===== config.mk =====
export PLATFORM = sky130hd
export DESIGN_NAME = instr_fetch_unit
export DESIGN_NICKNAME = d
export VERILOG_FILES = /design/src/rtl/instr_fetch_unit_pkg.sv /design/src/rtl/fetch_buffer.sv /design/src/rtl/instr_fetch_unit.sv
export SDC_FILE = /design/constraint.sdc
export NUM_CORES = 1
export LEC_CHECK = 0
export ABC_AREA = 1
export CAP_MARGIN = 20
export CORE_MARGIN = 1
export CORE_UTILIZATION = 35
export DETAILED_ROUTE_END_ITERATION = 8
export MAX_ROUTING_LAYER = met4
export PLACE_DENSITY = 0.59
export SLEW_MARGIN = 20
export SYNTH_ARGS = -nofsm -noshare
export SYNTH_HDL_FRONTEND = slang
export SYNTH_SLANG_ARGS = --single-unit

===== constraint.sdc =====
create_clock -name clk_i -period 2.2 [get_ports clk_i]
set_input_delay 0.55 -clock clk_i [delete_from_list [all_inputs] [get_ports clk_i]]
set_output_delay 0.55 -clock clk_i [all_outputs]
set_load 0.01 [all_outputs]

===== src/rtl/instr_fetch_unit_pkg.sv =====
// Shared types and constants for the instruction fetch unit.
// Holds the fetch FSM state encoding plus the fill/step constants.
package instr_fetch_unit_pkg;

  typedef enum logic [1:0] {
    StIdle,
    StWait,
    StDrop
  } fetch_state_e;

  localparam logic [31:0] NOP_INSTR = 32'h0000_0000;
  localparam logic [31:0] PC_STEP   = 32'd4;

endpackage


===== src/rtl/fetch_buffer.sv =====
// Small circular FIFO of {addr, instr} pairs between instruction memory and IF/ID.
// Clear takes priority over push/pop so a redirect always leaves the buffer empty.
module fetch_buffer #(
  parameter int unsigned Depth = 2
) (
  input  logic        clk_i,
  input  logic        rst_i,
  input  logic        push_i,
  input  logic        pop_i,
  input  logic        clear_i,
  input  logic [31:0] push_addr_i,
  input  logic [31:0] push_instr_i,
  output logic [31:0] head_addr_o,
  output logic [31:0] head_instr_o,
  output logic        full_o,
  output logic        empty_o
);

  localparam int unsigned PtrW = (Depth > 1) ? $clog2(Depth) : 1;
  localparam int unsigned CntW = $clog2(Depth + 1);

  logic [31:0]     addr_q  [Depth];
  logic [31:0]     instr_q [Depth];
  logic [PtrW-1:0] rd_ptr_q, wr_ptr_q;
  logic [CntW-1:0] count_q;
  logic            do_push, do_pop;

  // Depth need not be a power of two, so wrap explicitly.
  function automatic logic [PtrW-1:0] ptr_inc(input logic [PtrW-1:0] ptr);
    return (ptr == PtrW'(Depth - 1)) ? '0 : ptr + PtrW'(1);
  endfunction

  assign full_o       = (count_q == CntW'(Depth));
  assign empty_o      = (count_q == '0);
  assign do_push      = push_i & ~full_o;
  assign do_pop       = pop_i & ~empty_o;
  assign head_addr_o  = addr_q[rd_ptr_q];
  assign head_instr_o = instr_q[rd_ptr_q];

  always_ff @(posedge clk_i or negedge rst_i) begin
    if (!rst_i) begin
      rd_ptr_q <= '0;
      wr_ptr_q <= '0;
      count_q  <= '0;
      for (int i = 0; i < int'(Depth); i++) begin
        addr_q[i]  <= '0;
        instr_q[i] <= '0;
      end
    end else if (clear_i) begin
      rd_ptr_q <= '0;
      wr_ptr_q <= '0;
      count_q  <= '0;
    end else begin
      if (do_push) begin
        addr_q[wr_ptr_q]  <= push_addr_i;
        instr_q[wr_ptr_q] <= push_instr_i;
        wr_ptr_q          <= ptr_inc(wr_ptr_q);
      end
      if (do_pop) begin
        rd_ptr_q <= ptr_inc(rd_ptr_q);
      end
      if (do_push && !do_pop) begin
        count_q <= count_q + CntW'(1);
      end else if (!do_push && do_pop) begin
        count_q <= count_q - CntW'(1);
      end
    end
  end

endmodule


===== src/rtl/instr_fetch_unit.sv =====
// Instruction fetch: one outstanding memory read at a time feeding a small buffer.
// Taken branches flush the buffer; an in-flight read is either dropped on ack or discarded.
module instr_fetch_unit
  import instr_fetch_unit_pkg::*;
#(
  parameter logic [31:0] RESET_PC  = 32'h0000_0000,
  parameter int unsigned BUF_DEPTH = 2
) (
  input  logic        clk_i,
  input  logic        rst_i,
  input  logic        stall_i,
  input  logic        hazardDetected_i,
  input  logic        branch_i,
  input  logic [31:0] branchTarget_i,
  output logic        imem_req_o,
  output logic [31:0] imem_addr_o,
  input  logic        imem_ack_i,
  input  logic [31:0] imem_rdata_i,
  output logic [31:0] instr_o,
  output logic [31:0] instrAddr_o,
  output logic        valid_o,
  output logic        IFFlush_o
);

  fetch_state_e state_q;
  logic [31:0]  fetch_pc_q;
  logic         req_q;
  logic [31:0]  req_addr_q;

  logic        redirect, push, pop;
  logic        buf_full, buf_empty;
  logic [31:0] head_addr, head_instr;
  logic [31:0] redirect_pc;
  logic        unused_tgt_bits;

  assign redirect_pc     = {branchTarget_i[31:2], 2'b00};
  assign unused_tgt_bits = ^branchTarget_i[1:0];

  // Gated by reset so the flush pulse stays low while the unit is held in reset.
  assign redirect  = branch_i & ~stall_i & rst_i;
  assign pop       = ~buf_empty & ~stall_i & ~hazardDetected_i & ~branch_i;
  assign push      = (state_q == StWait) & imem_ack_i & ~redirect;

  assign IFFlush_o   = redirect;
  assign imem_req_o  = req_q;
  assign imem_addr_o = req_addr_q;
  assign valid_o     = ~buf_empty;
  assign instr_o     = buf_empty ? NOP_INSTR : head_instr;
  assign instrAddr_o = buf_empty ? 32'h0 : head_addr;

  always_ff @(posedge clk_i or negedge rst_i) begin
    if (!rst_i) begin
      state_q    <= StIdle;
      fetch_pc_q <= RESET_PC;
      req_q      <= 1'b0;
      req_addr_q <= '0;
    end else begin
      if (redirect) begin
        fetch_pc_q <= redirect_pc;
      end
      unique case (state_q)
        StIdle: begin
          // Count only includes buffered entries; nothing is in flight in idle.
          if (!redirect && !buf_full) begin
            req_q      <= 1'b1;
            req_addr_q <= fetch_pc_q;
            fetch_pc_q <= fetch_pc_q + PC_STEP;
            state_q    <= StWait;
          end
        end
        StWait: begin
          if (imem_ack_i) begin
            req_q   <= 1'b0;
            state_q <= StIdle;
          end else if (redirect) begin
            state_q <= StDrop;
          end
        end
        StDrop: begin
          if (imem_ack_i) begin
            req_q   <= 1'b0;
            state_q <= StIdle;
          end
        end
        default: begin
          req_q   <= 1'b0;
          state_q <= StIdle;
        end
      endcase
    end
  end

  fetch_buffer #(
    .Depth (BUF_DEPTH)
  ) u_fetch_buffer (
    .clk_i        (clk_i),
    .rst_i        (rst_i),
    .push_i       (push),
    .pop_i        (pop),
    .clear_i      (redirect),
    .push_addr_i  (req_addr_q),
    .push_instr_i (imem_rdata_i),
    .head_addr_o  (head_addr),
    .head_instr_o (head_instr),
    .full_o       (buf_full),
    .empty_o      (buf_empty)
  );

endmodule


Word-level counts from Yosys, hierarchy flattened
Cells that the tools add are included.
Word-level totals
  output and inout bits: 99
  input port bits: 70
  register bits: 199
Cells by class
  bitwise logic cells: 17
  magnitude comparators: 3
  mux-type cells: 32
  reductions and logical operators: 18
  eq/ne operators: 7
  $add $sub $neg: 5
Operators by type and width (count)
  2-to-1 mux 32 bit: 12
  bitwise mux 64 bit: 2
  adder 32 x 3 -> 32 bit (second input constant): 1
  demux 32 bit (select 1 bit): 1
  2-to-1 mux 2 bit: 7
  bitwise AND 1 bit: 9
  2-to-1 mux 1 bit: 8
  inverter 1 bit: 6
  case mux 2 bit (3 select lines): 1
  AND reduction 2 bit: 3
  == test 2 bit (second input constant): 2
  greater-or-equal comparator 2 bit (second input constant): 2
  logical AND 1 bit: 4
  logical NOT 1 bit: 4
  logical NOT 2 bit: 2
  inequality test 2 bit (second input constant): 2
  inverter 1 -> 2 bit: 2
  nonzero test 2 bit: 2
  inequality test 3 bit (second input constant): 1
  AND reduction 3 bit: 1
  nonzero test 3 bit: 1
  adder 1 bit (second input constant): 2
  adder 2 x 1 -> 2 bit (second input constant): 1
  == test 2 x 1 -> 1 bit (second input constant): 1
  5 further kinds: 5

Logic depth before layout (Yosys ltp)
  word-level depth: 11
  depth in mapped cells: 10

By module
Synthesis repeated with hierarchy kept, for this count alone.
Second synthesis, totals
  cells, all modules: 1346
  area, all modules: 10287.4 µm²
Modules (own cells, without submodules)
  fetch_buffer: seq. area each 3303.2 µm², cells an instance 724, instances 1, area an instance 6119.6 µm²
  instr_fetch_unit: seq. area each 1676.6 µm², cells an instance 622, instances 1, area an instance 4167.7 µm²

Least setup slack after synthesis
OpenSTA, ideal clock, no wires.
  path type: reg-to-output
  from: reg u_fetch_buffer.rd_ptr_q
  to: out instrAddr_o[0]
  stages on the path, launching flop included: 6
  required time: 1650 ps
  slack: 388 ps
  buffers on the path: 2
  arrival: 1262 ps
  path through: dfrtp_1 inv_1 clkbuf_1 buf_1 nand2_1 a21oi_1
Between the ends
  word-level cells in the longest chain between the ends: 5
Ends and longest elaborated chain
  from (decl): RTL line fetch_buffer.sv:24  | logic [PtrW-1:0] rd_ptr_q, wr_ptr_q;
  from (signal assigned): RTL line fetch_buffer.sv:60  | rd_ptr_q <= ptr_inc(rd_ptr_q);
  inverter 1 -> 2 bit (implied by the code): RTL line fetch_buffer.sv:37  | assign head_addr_o = addr_q[rd_ptr_q];
  2-to-1 mux 32 bit (implied by the code) (3 in series): RTL line fetch_buffer.sv:37
  2-to-1 mux 32 bit: RTL line instr_fetch_unit.sv:49  | assign instrAddr_o = buf_empty ? 32'h0 : head_addr;
  to (decl): RTL line instr_fetch_unit.sv:20  | output logic [31:0] instrAddr_o,
No other way between the ends. The select of a mux whose other input is x is not followed.

Worst setup path after layout
  from: reg u_fetch_buffer.rd_ptr_q
  to: out instrAddr_o[29]
The elaborated chain is that of the path after synthesis.

==> flow_summary.json <==
{
  "r2r_start": "fetch_pc_q[3]$_DFF_PN0_",
  "synth_nets": 1261,
  "rrSetupSlack_ns": 0.36,
  "die_y_um": 167.8,
  "numCtsBuffers": 17,
  "pin_count": 169,
  "dp_hpwl_mm": 16.70,
  "drt-total-wl_mm": 26.33,
  "avgSynthCellArea_um2": 8.105,
  "max-slew-margin-rel_pct": 52.66,
  "grt_pass1_vias": 7737,
  "ys_ff_latch": 199,
  "rsz0062_at_grt": "true",
  "r2r_cells": 8,
  "path_max_fanout": 6,
  "final_cell_mix": "386 x nand2_1, 198 x dfrtp_1, 105 x inv_1, 105 x o21ai_0, 99 x clkdlybuf4s50_1",
  "cap_violations": 0,
  "layout-drive-gt1-share_pct": 21.74,
  "nets": 1441,
  "finalHoldViolCount": 0,
  "htree_levels": 4,
  "placed_cell_area_um2": 11900,
  "skew_ns": 0.01436,
  "crit_arrival_ns": 1.62,
  "grt_start_max_net_pins": 115,
  "peakVddDrop_v": 0.0004968,
  "vias_per_cell": 4.793,
  "place_ws_ns": -0.1005,
  "final_common_cell": "nand2_1",
  "drtIter0Drc": 518,
  "worstMarginPinSlew_ns": 0.7101,
  "track_usage_pct": 19.16,
  "ant_nets": 0,
  "clk_pin_slew_ns": 0.08,
  "grt_antenna_before_repair": 0,
  "cp-start-kind": "flop",
  "die-area_um2": 28150,
  "cts.path.max_buffers": 2,
  "cts_hold_buffers": 0,
  "nFillCells": 2650,
  "syn-cell-area_um2": 9620,
  "cts_tree": "built",
  "outcome": "completed",
  "area_growth_pct": 33.59,
  "endpoint_kind": "output port",
  "core_region_area_um2": 26950,
  "finalCritPeriodShare_pct": 98.64,
  "r2r-end": "fetch_pc_q[22]$_DFF_PN0_",
  "overflow": 0,
  "cts_root_buffer": "clkbuf_16",
  "clk_latency_ns": 0.44,
  "yosys_warnings": 0,
  "first_pass_iters": 5,
  "initial_core_util_pct": 35.70,
  "synth_cell_types": 35,
  "num_antenna_cells": 0,
  "core.rowCount": 60,
  "syn_inst": 1187,
  "power.leakage_nw": 6.097,
  "port_buffers": 166,
  "vias": 8249,
  "gp_congestion": 0.8641,
  "critPathKind": "reg -> out",
  "setup_viol": 0,
  "setup_ws_ns": 0.02996,
  "wl_per_cell_um": 15.30,
  "final_util_pct": 47.69,
  "fmax_mhz": 460.8,
  "yosysSeqAreaShare_pct": 51.76,
  "grt_pass1_wl_mm": 41.13,
  "period_needed_ns": 2.170,
  "holdCritPathClass": "in -> async",
  "crit_required_ns": 1.65,
  "stdcell_area_um2": 12850,
  "slew_violations": 0,
  "p_per_area_nw_per_um2": 1451,
  "drc": 0,
  "die_width_um": 167.8,
  "cts_num_sinks": 199
}
Yosys cell counts:
library cell | count | area (um^2)
xnor2_1 | 2 | 17.52
buf_6 | 13 | 146.4
buf_1 | 6 | 22.52
inv_2 | 3 | 11.26
or2_2 | 2 | 12.51
o31ai_1 | 1 | 7.510
o21bai_1 | 3 | 22.52
nand2_1 | 404 | 1516
nor2_4 | 1 | 11.26
buf_2 | 22 | 110.1
nor2_1 | 64 | 240.2
nand2_2 | 2 | 12.51
dfrtp_1 | 199 | 4980
nand3_2 | 3 | 30.03
nand3_1 | 32 | 160.2
o21ai_0 | 105 | 525.5
nand4_1 | 10 | 62.56
a21oi_2 | 1 | 8.760
a21oi_1 | 77 | 385.4
o22ai_1 | 1 | 6.260
a31oi_1 | 3 | 18.77
o21ai_1 | 9 | 45.04
o211ai_1 | 12 | 90.09
clkbuf_1 | 27 | 101.4
nor2_2 | 4 | 25.02
mux2i_1 | 1 | 10.01
ha_1 | 4 | 50.05
xor2_1 | 7 | 61.31
inv_1 | 107 | 401.6
nor3_1 | 3 | 15.01
o21ai_2 | 55 | 481.7
buf_4 | 1 | 7.510
o21a_1 | 1 | 7.510
or2_4 | 1 | 8.760
a211oi_1 | 1 | 7.510
worst max path at each step:
stage	startpoint	end	slack, ns	depth (start not counted)
after floorplan	u_fetch_buffer.rd_ptr_q$_DFFE_PN0P_	instrAddr_o[0]	0.39	5
after global placement	branch_i	IFFlush_o	-0.11	4
after detailed placement	branch_i	IFFlush_o	-0.10	4
after CTS	u_fetch_buffer.rd_ptr_q$_DFFE_PN0P_	instrAddr_o[17]	-0.002	6
after global routing	u_fetch_buffer.rd_ptr_q$_DFFE_PN0P_	instr_o[31]	-0.05	6
final	u_fetch_buffer.rd_ptr_q$_DFFE_PN0P_	instrAddr_o[29]	0.03	7
report_power, final:
part,leakage (nW),internal (mW),total [mW],switching [mW]
clock,0.295,1.73,3.27,1.54
sequential,2.51,5.26,6.35,1.09
combinational,3.29,4.05,9.02,4.97
registers in the layout, summed over array words and instances (netlist names):
name                     count
fetch_pc_q                  32
imem_addr_o                 32
imem_req_o                   1
state_q                      2
u_fetch_buffer.addr_q       64
u_fetch_buffer.count_q       2
u_fetch_buffer.instr_q      64
u_fetch_buffer.rd_ptr_q      1
u_fetch_buffer.wr_ptr_q      1
worst max-delay path, cell delays in order, from the launching register on:
cell and delay [ns]:
dfrtp_2 0.44, clkinv_4 0.07, buf_6 0.11, buf_12 0.13
buf_12 0.12, nand2_2 0.05, a21oi_2 0.13, buf_2 0.14
area by class of cell:
| type | count | area (um^2) | share of cell area [%] |
|---|---|---|---|
| Multi-Input combinational cell | 809 | 4096 | 31.87 |
| Inverter | 110 | 422.9 | 3.291 |
| Timing Repair Buffer | 230 | 2312 | 17.99 |
| Clock inverter | 15 | 187.7 | 1.460 |
| Tap cell | 341 | 426.7 | 3.320 |
| Clock buffer | 17 | 425.4 | 3.310 |
| Sequential cell | 199 | 4981 | 38.76 |
per-layer routing:
| metal | global-route usage, % | part of all wire, % | vias up |
|---|---|---|---|
| li1 | - | - | 4163 |
| met1 | 27.16 | 49 | 3876 |
| met2 | 28.68 | 46 | 194 |
| met3 | 2.774 | 3.8 | 16 |
| met4 | 4.986 | 0.95 | 0 |
| met5 | - | 0 | - |
stage by stage:
stage	instances	hold slack [ns]	total power, mW	TNS, ns
2_1_floorplan	1187	0.2544	10.90	0
3_3_place_gp	1672	0.4657	14.64	-0.1828
3_5_place_dp	1672	0.4675	14.76	-0.5235
4_1_cts	1715	0.2846	18.24	-0.004938
5_1_grt	1721	0.3055	20.05	-0.7771
6_report	1721	0.2195	18.65	0
cells by family after synthesis:
logic type / Yosys count / synth area share (%)
flops: 199 / 51.76
mux: 1 / 0.1040
compound gates: 269 / 16.70
fa+ha+maj: 4 / 0.5202
simple gates: 526 / 21.77
xor+xnor: 9 / 0.8194
buf+inv: 179 / 8.324
timing repair:
| item | CTS | global route |
|---|---|---|
| pin swaps | 8 | 23 |
| setup buffers | 6 | 1 |
| gates cloned | 5 | 6 |
| gates resized for setup | 305 | 49 |
| setup endpoints to repair | 66 | 41 |
No activity file was read; power rests on OpenSTA's default activity.
